$ cat src/rtl/mmio_pkg.sv
// mmio_pkg: shared constants for the memory-mapped peripheral bus.
//   - Register offsets inside the MMIO window (byte offsets, word aligned).
//   - TCON bit positions.
//   - Hex-to-7-segment table, active-low, segments a..g on bits 0..6.
package mmio_pkg;

    localparam logic [7:0] OFF_TH      = 8'h00;
    localparam logic [7:0] OFF_TL      = 8'h04;
    localparam logic [7:0] OFF_TCON    = 8'h08;
    localparam logic [7:0] OFF_DCTRL   = 8'h0C;
    localparam logic [7:0] OFF_DISP    = 8'h10;
    localparam logic [7:0] OFF_SYSTICK = 8'h14;

    localparam int TCON_EN = 0;   // timer count enable
    localparam int TCON_IE = 1;   // interrupt enable
    localparam int TCON_ST = 2;   // overflow status, set by hardware

    // Active-low segment patterns for 0..F (bit0 = a ... bit6 = g).
    localparam logic [6:0] SEG_LUT [16] = '{
        7'h40, 7'h79, 7'h24, 7'h30, 7'h19, 7'h12, 7'h02, 7'h78,
        7'h00, 7'h10, 7'h08, 7'h03, 7'h46, 7'h21, 7'h06, 7'h0E
    };

endpackage

$ cat src/rtl/mmio_bus_if.sv
// mmio_bus_if: CPU memory-stage access bus.
//   Write_enable / Read_enable : store / load strobes
//   WordorByte                 : access size
//   Addr, Write_data           : byte address and store data
//   Read_data                  : load data returned by the bus (combinational)
// master = CPU side, slave = mmio_bus side.
interface mmio_bus_if;
    logic        Write_enable;
    logic        Read_enable;
    logic        WordorByte;
    logic [31:0] Addr;
    logic [31:0] Write_data;
    logic [31:0] Read_data;

    modport master (
        output Write_enable, Read_enable, WordorByte, Addr, Write_data,
        input  Read_data
    );

    modport slave (
        input  Write_enable, Read_enable, WordorByte, Addr, Write_data,
        output Read_data
    );
endinterface

$ cat src/rtl/seg7_scanner.sv
// seg7_scanner: multiplexed 7-segment scan engine.
//   clk, reset : clock and synchronous active-high reset
//   mode       : 1 = scanning, 0 = idle (digit index and scan counter held at 0)
//   value      : one hex nibble per digit, digit k on bits [4k+3:4k]
//   an         : registered active-low digit enables, only the current digit low
//   leds       : registered active-low segments of the current digit
// Outputs lag the digit index by one cycle, so a digit advance or a new value
// shows up on an/leds one cycle later.
module seg7_scanner
    import mmio_pkg::*;
#(
    parameter int NUM_DIGITS = 4,
    parameter int SCAN_DIV   = 50000
) (
    input  logic                    clk,
    input  logic                    reset,
    input  logic                    mode,
    input  logic [4*NUM_DIGITS-1:0] value,
    output logic [NUM_DIGITS-1:0]   an,
    output logic [6:0]              leds
);

    localparam int KW = (NUM_DIGITS > 1) ? $clog2(NUM_DIGITS) : 1;
    localparam int CW = $clog2(SCAN_DIV);

    logic [CW-1:0]         cnt_q, cnt_d;
    logic [KW-1:0]         k_q, k_d;
    logic [NUM_DIGITS-1:0] an_q, an_d;
    logic [6:0]            leds_q, leds_d;
    logic [3:0]            nibble;

    always_comb begin
        cnt_d = cnt_q;
        k_d   = k_q;
        // Holding the counters at zero outside scan mode means any mode
        // change starts the scan from digit 0 with a fresh period.
        if (!mode) begin
            cnt_d = '0;
            k_d   = '0;
        end else if (cnt_q == CW'(SCAN_DIV - 1)) begin
            cnt_d = '0;
            k_d   = (k_q == KW'(NUM_DIGITS - 1)) ? '0 : k_q + KW'(1);
        end else begin
            cnt_d = cnt_q + CW'(1);
        end

        nibble = value[4*int'(k_q) +: 4];
        an_d   = ~(NUM_DIGITS'(1) << k_q);
        leds_d = SEG_LUT[nibble];
    end

    always_ff @(posedge clk) begin
        if (reset) begin
            cnt_q  <= '0;
            k_q    <= '0;
            an_q   <= '1;
            leds_q <= 7'h7F;
        end else begin
            cnt_q  <= cnt_d;
            k_q    <= k_d;
            an_q   <= an_d;
            leds_q <= leds_d;
        end
    end

    assign an   = an_q;
    assign leds = leds_q;

endmodule

$ cat src/rtl/mmio_bus.sv
// mmio_bus: address decoder between the CPU memory stage, data memory and
// the MMIO register block (timer, system tick, 7-segment display).
//   clk, reset        : clock, synchronous active-high reset
//   bus (slave)       : CPU access bus, Read_data is combinational
//   dm_wen / dm_ren   : data-memory strobes, only for non-MMIO addresses
//   dm_addr, dm_wdata, dm_wordorbyte : pass-through to data memory
//   dm_rdata          : data-memory read data
//   an, leds          : active-low digit enables / segments
//   irq               : timer interrupt
// Build option: define PERIPH_TIMER_EN to build TH/TL/TCON and irq; without it
// offsets 0x00-0x08 read 0, writes there are dropped, and irq is 0.
module mmio_bus
    import mmio_pkg::*;
#(
    parameter logic [31:0] MMIO_BASE  = 32'h4000_0000,
    parameter int          NUM_DIGITS = 4,
    parameter int          SCAN_DIV   = 50000
) (
    input  logic                  clk,
    input  logic                  reset,
    mmio_bus_if.slave             bus,
    output logic                  dm_wen,
    output logic                  dm_ren,
    output logic [31:0]           dm_addr,
    output logic [31:0]           dm_wdata,
    output logic                  dm_wordorbyte,
    input  logic [31:0]           dm_rdata,
    output logic [NUM_DIGITS-1:0] an,
    output logic [6:0]            leds,
    output logic                  irq
);

    logic       is_mmio;
    logic       wr_mmio;
    logic [5:0] off;

    assign is_mmio = (bus.Addr[31:8] == MMIO_BASE[31:8]);
    assign off     = bus.Addr[7:2];
    assign wr_mmio = bus.Write_enable & is_mmio;

    assign dm_wen        = bus.Write_enable & ~is_mmio;
    assign dm_ren        = bus.Read_enable  & ~is_mmio;
    assign dm_addr       = bus.Addr;
    assign dm_wdata      = bus.Write_data;
    assign dm_wordorbyte = bus.WordorByte;

    // System tick and display registers
    logic [31:0]           systick_q, systick_d;
    logic                  dctrl_q, dctrl_d;
    logic [31:0]           disp_q, disp_d;
    logic [NUM_DIGITS-1:0] an_raw_q, an_raw_d;
    logic [6:0]            leds_raw_q, leds_raw_d;

    always_comb begin
        systick_d  = systick_q + 32'd1;
        dctrl_d    = dctrl_q;
        disp_d     = disp_q;
        an_raw_d   = an_raw_q;
        leds_raw_d = leds_raw_q;
        if (wr_mmio) begin
            if (off == OFF_DCTRL[7:2]) dctrl_d = bus.Write_data[0];
            if (off == OFF_DISP[7:2]) begin
                disp_d = bus.Write_data;
                // Raw mode drives the pins straight from the stored word.
                if (!dctrl_q) begin
                    an_raw_d   = bus.Write_data[NUM_DIGITS+7:8];
                    leds_raw_d = bus.Write_data[6:0];
                end
            end
        end
    end

    always_ff @(posedge clk) begin
        if (reset) begin
            systick_q  <= '0;
            dctrl_q    <= 1'b0;
            disp_q     <= '0;
            an_raw_q   <= '1;
            leds_raw_q <= 7'h7F;
        end else begin
            systick_q  <= systick_d;
            dctrl_q    <= dctrl_d;
            disp_q     <= disp_d;
            an_raw_q   <= an_raw_d;
            leds_raw_q <= leds_raw_d;
        end
    end

    logic [NUM_DIGITS-1:0] scan_an;
    logic [6:0]            scan_leds;

    seg7_scanner #(
        .NUM_DIGITS (NUM_DIGITS),
        .SCAN_DIV   (SCAN_DIV)
    ) u_scanner (
        .clk   (clk),
        .reset (reset),
        .mode  (dctrl_q),
        .value (disp_q[4*NUM_DIGITS-1:0]),
        .an    (scan_an),
        .leds  (scan_leds)
    );

    assign an   = dctrl_q ? scan_an   : an_raw_q;
    assign leds = dctrl_q ? scan_leds : leds_raw_q;

`ifdef PERIPH_TIMER_EN
    logic [31:0] th_q, th_d;
    logic [31:0] tl_q, tl_d;
    logic [2:0]  tcon_q, tcon_d;
    logic        irq_q, irq_d;
    logic        ovf;

    always_comb begin
        th_d   = th_q;
        tl_d   = tl_q;
        tcon_d = tcon_q;
        ovf    = 1'b0;
        if (tcon_q[TCON_EN]) begin
            if (tl_q == 32'hFFFF_FFFF) begin
                tl_d = th_q;
                ovf  = 1'b1;
            end else begin
                tl_d = tl_q + 32'd1;
            end
        end
        // CPU writes override the count/reload, but a coincident overflow
        // still sets status even if the written TCON clears it.
        if (wr_mmio) begin
            if (off == OFF_TH[7:2])   th_d   = bus.Write_data;
            if (off == OFF_TL[7:2])   tl_d   = bus.Write_data;
            if (off == OFF_TCON[7:2]) tcon_d = bus.Write_data[2:0];
        end
        if (ovf) tcon_d[TCON_ST] = 1'b1;
        irq_d = tcon_q[TCON_ST] & tcon_q[TCON_IE];
    end

    always_ff @(posedge clk) begin
        if (reset) begin
            th_q   <= '0;
            tl_q   <= '0;
            tcon_q <= '0;
            irq_q  <= 1'b0;
        end else begin
            th_q   <= th_d;
            tl_q   <= tl_d;
            tcon_q <= tcon_d;
            irq_q  <= irq_d;
        end
    end

    assign irq = irq_q;
`else
    assign irq = 1'b0;
`endif

    always_comb begin
        bus.Read_data = '0;
        if (bus.Read_enable) begin
            if (!is_mmio) begin
                bus.Read_data = dm_rdata;
            end else begin
                case (off)
`ifdef PERIPH_TIMER_EN
                    OFF_TH[7:2]:      bus.Read_data = th_q;
                    OFF_TL[7:2]:      bus.Read_data = tl_q;
                    OFF_TCON[7:2]:    bus.Read_data = {29'd0, tcon_q};
`endif
                    OFF_DCTRL[7:2]:   bus.Read_data = {31'd0, dctrl_q};
                    OFF_DISP[7:2]:    bus.Read_data = disp_q;
                    OFF_SYSTICK[7:2]: bus.Read_data = systick_q;
                    default:          bus.Read_data = '0;
                endcase
            end
        end
    end

endmodule

$ cat src/flat_wrapper.sv
// flat-port wrapper written by rule: the top's interface ports become plain ports
module mmio_bus_flat import mmio_pkg::*;
#(
    parameter logic [31:0] MMIO_BASE  = 32'h4000_0000,
    parameter int          NUM_DIGITS = 4,
    parameter int          SCAN_DIV   = 50000
)
  (clk, reset, dm_wen, dm_ren, dm_addr, dm_wdata, dm_wordorbyte, dm_rdata, an, leds, irq, bus_Write_enable, bus_Read_enable, bus_WordorByte, bus_Addr, bus_Write_data, bus_Read_data);
  mmio_bus_if bus_i ();
  input  logic clk;
  input  logic reset;
  output logic dm_wen;
  output logic dm_ren;
  output logic [31:0] dm_addr;
  output logic [31:0] dm_wdata;
  output logic dm_wordorbyte;
  input  logic [31:0] dm_rdata;
  output logic [NUM_DIGITS-1:0] an;
  output logic [6:0] leds;
  output logic irq;
  input wire logic [$bits(bus_i.Write_enable)-1:0] bus_Write_enable;
  input wire logic [$bits(bus_i.Read_enable)-1:0] bus_Read_enable;
  input wire logic [$bits(bus_i.WordorByte)-1:0] bus_WordorByte;
  input wire logic [$bits(bus_i.Addr)-1:0] bus_Addr;
  input wire logic [$bits(bus_i.Write_data)-1:0] bus_Write_data;
  output wire logic [$bits(bus_i.Read_data)-1:0] bus_Read_data;
  assign bus_i.Write_enable = bus_Write_enable;
  assign bus_i.Read_enable = bus_Read_enable;
  assign bus_i.WordorByte = bus_WordorByte;
  assign bus_i.Addr = bus_Addr;
  assign bus_i.Write_data = bus_Write_data;
  assign bus_Read_data = bus_i.Read_data;
  mmio_bus #(.MMIO_BASE(MMIO_BASE), .NUM_DIGITS(NUM_DIGITS), .SCAN_DIV(SCAN_DIV)) u_core (.clk(clk), .reset(reset), .bus(bus_i), .dm_wen(dm_wen), .dm_ren(dm_ren), .dm_addr(dm_addr), .dm_wdata(dm_wdata), .dm_wordorbyte(dm_wordorbyte), .dm_rdata(dm_rdata), .an(an), .leds(leds), .irq(irq));
endmodule
$ cat config.mk
export PLATFORM = sky130hd
export DESIGN_NAME = mmio_bus_flat
export DESIGN_NICKNAME = d
export VERILOG_FILES = /design/src/rtl/mmio_pkg.sv /design/src/rtl/mmio_bus_if.sv /design/src/rtl/seg7_scanner.sv /design/src/rtl/mmio_bus.sv /design/src/flat_wrapper.sv
export SDC_FILE = /design/constraint.sdc
export NUM_CORES = 1
export LEC_CHECK = 0
export CAP_MARGIN = 5
export CORE_ASPECT_RATIO = 1.75
export CORE_MARGIN = 3
export CORE_UTILIZATION = 37
export CTS_CLUSTER_DIAMETER = 40
export DETAILED_ROUTE_END_ITERATION = 16
export PLACE_DENSITY = 0.66
export SLEW_MARGIN = 20
export SYNTH_ARGS = -nofsm -noshare
export SYNTH_HDL_FRONTEND = slang
export SYNTH_SLANG_ARGS = --single-unit
$ cat constraint.sdc
create_clock -name clk -period 3 [get_ports clk]
set_clock_uncertainty 0.05 [all_clocks]
set_input_delay 0.6 -clock clk [delete_from_list [all_inputs] [get_ports clk]]
set_output_delay 0.6 -clock clk [all_outputs]
set_load 0.05 [all_outputs]
==> summary.md <==
| Metric | Value |
|---|---|
| Post-synthesis net count | 891 |
| Register cell area after layout | 2100 µm² |
| Half-perimeter wire length after placement | 15.6 mm |
| Crit path required time | 2.35 ns |
| CORE AREA | 16600 µm² |
| P_leak | 3.37 nW |
| Share of cells above drive strength 1 | 26.7% |
| Total Wirelength | about 22 mm |
| Number of distinct standard cells referenced by the synthesized netlist | 50 |
| Worst Path Class, Setup | input port to primary output |
| Rows | 62 |
| Pin count of the biggest net entering global routing | 92 |
| Max-capacitance violation count | 0 |
| DRT antenna net count | 0 |
| Setup repair after global routing missed its margin | no |
| Maximum root-to-sink buffer count | 2 |
| Drc violations | 0 |
| Horizontal extent of the die | 105 µm |
| Number of synthesized register bits | 105 |
| Final-report max-slew violation count | 0 |
| Minimum hold slack | 0.416 ns |
| Synth warnings | 0 |
| Top area cells in the synthesized netlist | sky130_fd_sc_hd__dfxtp_1 33%, sky130_fd_sc_hd__buf_4 7.8%, sky130_fd_sc_hd__mux2_2 7.8% |
| Largest fanout on the critical path | 6 |
| Post-Syn Area | 6340 µm² |
| Final min period | roughly 2.9 ns |
| Area of placed instances | 9000 µm² |
| Initial antenna violation count | 0 |
| Area overhead of the layout relative to synthesis | 53.7% |
| Buffer type at the clock tree root | sky130_fd_sc_hd__clkbuf_16 |
| Number of DRC markers after the initial detailed-route iteration | 284 |
| Clock tree from TritonCTS | yes |
| Overflow left after global routing | 0 |
| Peak supply drop | 0.000251 V |
| Top-level port count | 212 |
| Mapped Cells | 778 |
| Count of flip-flops with a built-in enable after synthesis | 0 |
| Count of inserted antenna diode cells | 0 |
| Critical Path End Type | primary output |
| Power density over cell area | around 340 nW/µm² |
| Most used flip-flop cell after synthesis | sky130_fd_sc_hd__dfxtp_1 |
| Post-route cell area | 9750 µm² |
| Detailed-route wire length per cell | 18.7 µm |
| Pre-CTS WS | -0.315 ns |
| Sequential-to-total area share from yosys stat | 33.1% |
| Max_slew headroom | 36.6% |
| Setup-violating endpoint count in the final report | 0 |
| Floorplan die area | approximately 19000 µm² |
| Number of hold violations in the final report | 0 |
| Final WS setup | 0.0582 ns |
| DR vias | 6488 |
| Number of input and output port buffers inserted | 204 |
| Number of vias per cell | around 5.5 |
| Yosys top cell by area | sky130_fd_sc_hd__dfxtp_1 |
| Most used standard cell by instance count after synthesis | sky130_fd_sc_hd__dfxtp_1 |
| Starting density of the core | roughly two fifths |
| Global placer's final weighted congestion | 0.847 |
| Reg clk slew, reported paths | 0.07 ns |
| CTS H-tree lvls | 3 |
| Avg Cell Area, Syn | 8.15 µm² |
| Fraction of synthesis flops using an asynchronous set or reset pin | 0% |
| Class of the tightest hold or removal check | flop to flop |
| Global-route usage over all layers | 22.6% |
| Worst-margin pin slew | 0.951 ns |
| Run status | completed |
| Fill cell total of the finished layout | around 1500 |
| Global-route wire length before repair | between 30 and 40 mm |
| Most used standard cells in the synthesized netlist | 105 x sky130_fd_sc_hd__dfxtp_1, 88 x sky130_fd_sc_hd__a21oi_1, 76 x sky130_fd_sc_hd__o21ai_0, 74 x sky130_fd_sc_hd__nand4_1, 66 x sky130_fd_sc_hd__buf_4 |
| TritonCTS buffer count | 9 |
| Post-route core utilization | 58.7% |
| Vias in the first global route | around 6300 |
| Vert. Die Dim | 179 µm |
| Insertion delay to the later sink of the worst-skew pair | 0.34 ns |
| Area share of the largest cell type after synthesis | about a third |
| Router iterations before antenna repair | 5 |
| Area of combinational cells with multiple inputs | 3880 µm² |
| Arrival time of data at the critical path endpoint | 2.29 ns |
| Final net count | 1068 |
| Clk sinks | 105 |
| Maximum clock frequency | 340 MHz |
| Final worst path period share | a little over nine tenths |
| Worst setup SP type | input port |
[worst paths after layout]
| path | startpoint | end | slack, ns | cells after the start |
|---|---|---|---|---|
| max reg2reg | u_core.systick_q[2] | u_core.systick_q[29] | 0.66 | 4 |
| min | u_core.u_scanner.cnt_q[0] | u_core.u_scanner.cnt_q[0] | 0.42 | 1 |
| min reg2reg | u_core.u_scanner.cnt_q[0] | u_core.u_scanner.cnt_q[0] | 0.42 | 1 |
| max | bus_Addr[6] | bus_Read_data[0] | 0.06 | 8 |
[through the flow]
stage / TNS [ns] / power (mW) / instances
final: 0 / 3.29 / 1184
after global routing: 0 / 3.39 / 1184
after CTS: 0 / 3.31 / 1183
after detailed placement: -7.70 / 2.17 / 1150
after global placement: -7.45 / 2.17 / 1150
after floorplan: 0 / 1.88 / 778
[flip-flops by register name (all words and copies together), names as in the netlist]
name	count
u_core.dctrl_q	1
u_core.u_scanner.leds	7
u_core.u_scanner.k_q	2
u_core.u_scanner.cnt_q	16
u_core.disp_q	32
u_core.u_scanner.an	4
u_core.leds_raw_q	7
u_core.an_raw_q	4
u_core.systick_q	32
[critical path, stage by stage]
cell and delay (ns):
sky130_fd_sc_hd__dlygate4sd2_1 0.25, sky130_fd_sc_hd__or3_4 0.35, sky130_fd_sc_hd__nor3b_4 0.23, sky130_fd_sc_hd__buf_12 0.17, sky130_fd_sc_hd__buf_8 0.13, sky130_fd_sc_hd__a22oi_2 0.07, sky130_fd_sc_hd__a211oi_4 0.29, sky130_fd_sc_hd__buf_6 0.20
[layout by cell type, fill, tap and decap left out, types with 30 or more instances in the layout]
master,n
sky130_fd_sc_hd__buf_4,89
sky130_fd_sc_hd__nor2_1,62
sky130_fd_sc_hd__a21oi_1,56
sky130_fd_sc_hd__dfxtp_1,105
sky130_fd_sc_hd__nand4_1,74
sky130_fd_sc_hd__mux2_2,44
sky130_fd_sc_hd__clkdlybuf4s50_1,122
sky130_fd_sc_hd__buf_12,30
sky130_fd_sc_hd__o21ai_0,59
sky130_fd_sc_hd__a21oi_4,31
[where the power goes]
part           internal [mW]  switching (mW)
logic                  0.326           0.426
clock network          0.613           0.520
registers               1.40         0.00583
[layer usage]
metal,up-vias,wire length (µm),global-route usage (%)
met2,198,12500,44.5
met5,-,0,0
met4,0,938,11.3
li1,3135,-,-
met1,3103,7830,23.0
met3,52,834,2.67
[logic make-up after synthesis]
family          after synthesis  synth area share [%]
simple gates                244                  21.5
mux                          62                  11.4
compound gates              185                  15.4
flops                       105                  33.1
other cells                   1                0.0591
fa+ha+maj                    12                  2.37
buf+inv                     144                  12.6
xor+xnor                     25                  3.45
[timing repair]
item	4_1_cts	5_1_grt
resized for setup	84	13
setup endpoints to repair	34	31
cloned	7	0
pin swaps	48	17
hold buffers	0	0
setup buffers	10	1
[layout make-up]
cell class                      count  area share [%]
Tap cell                          224            2.87
Inverter                           16           0.629
Clock inverter                      3           0.244
Sequential cell                   105            21.6
Timing Repair Buffer              294            32.3
Clock buffer                       13            2.67
Multi-Input combinational cell    529            39.8
No activity file was read; power rests on OpenSTA's default activity.
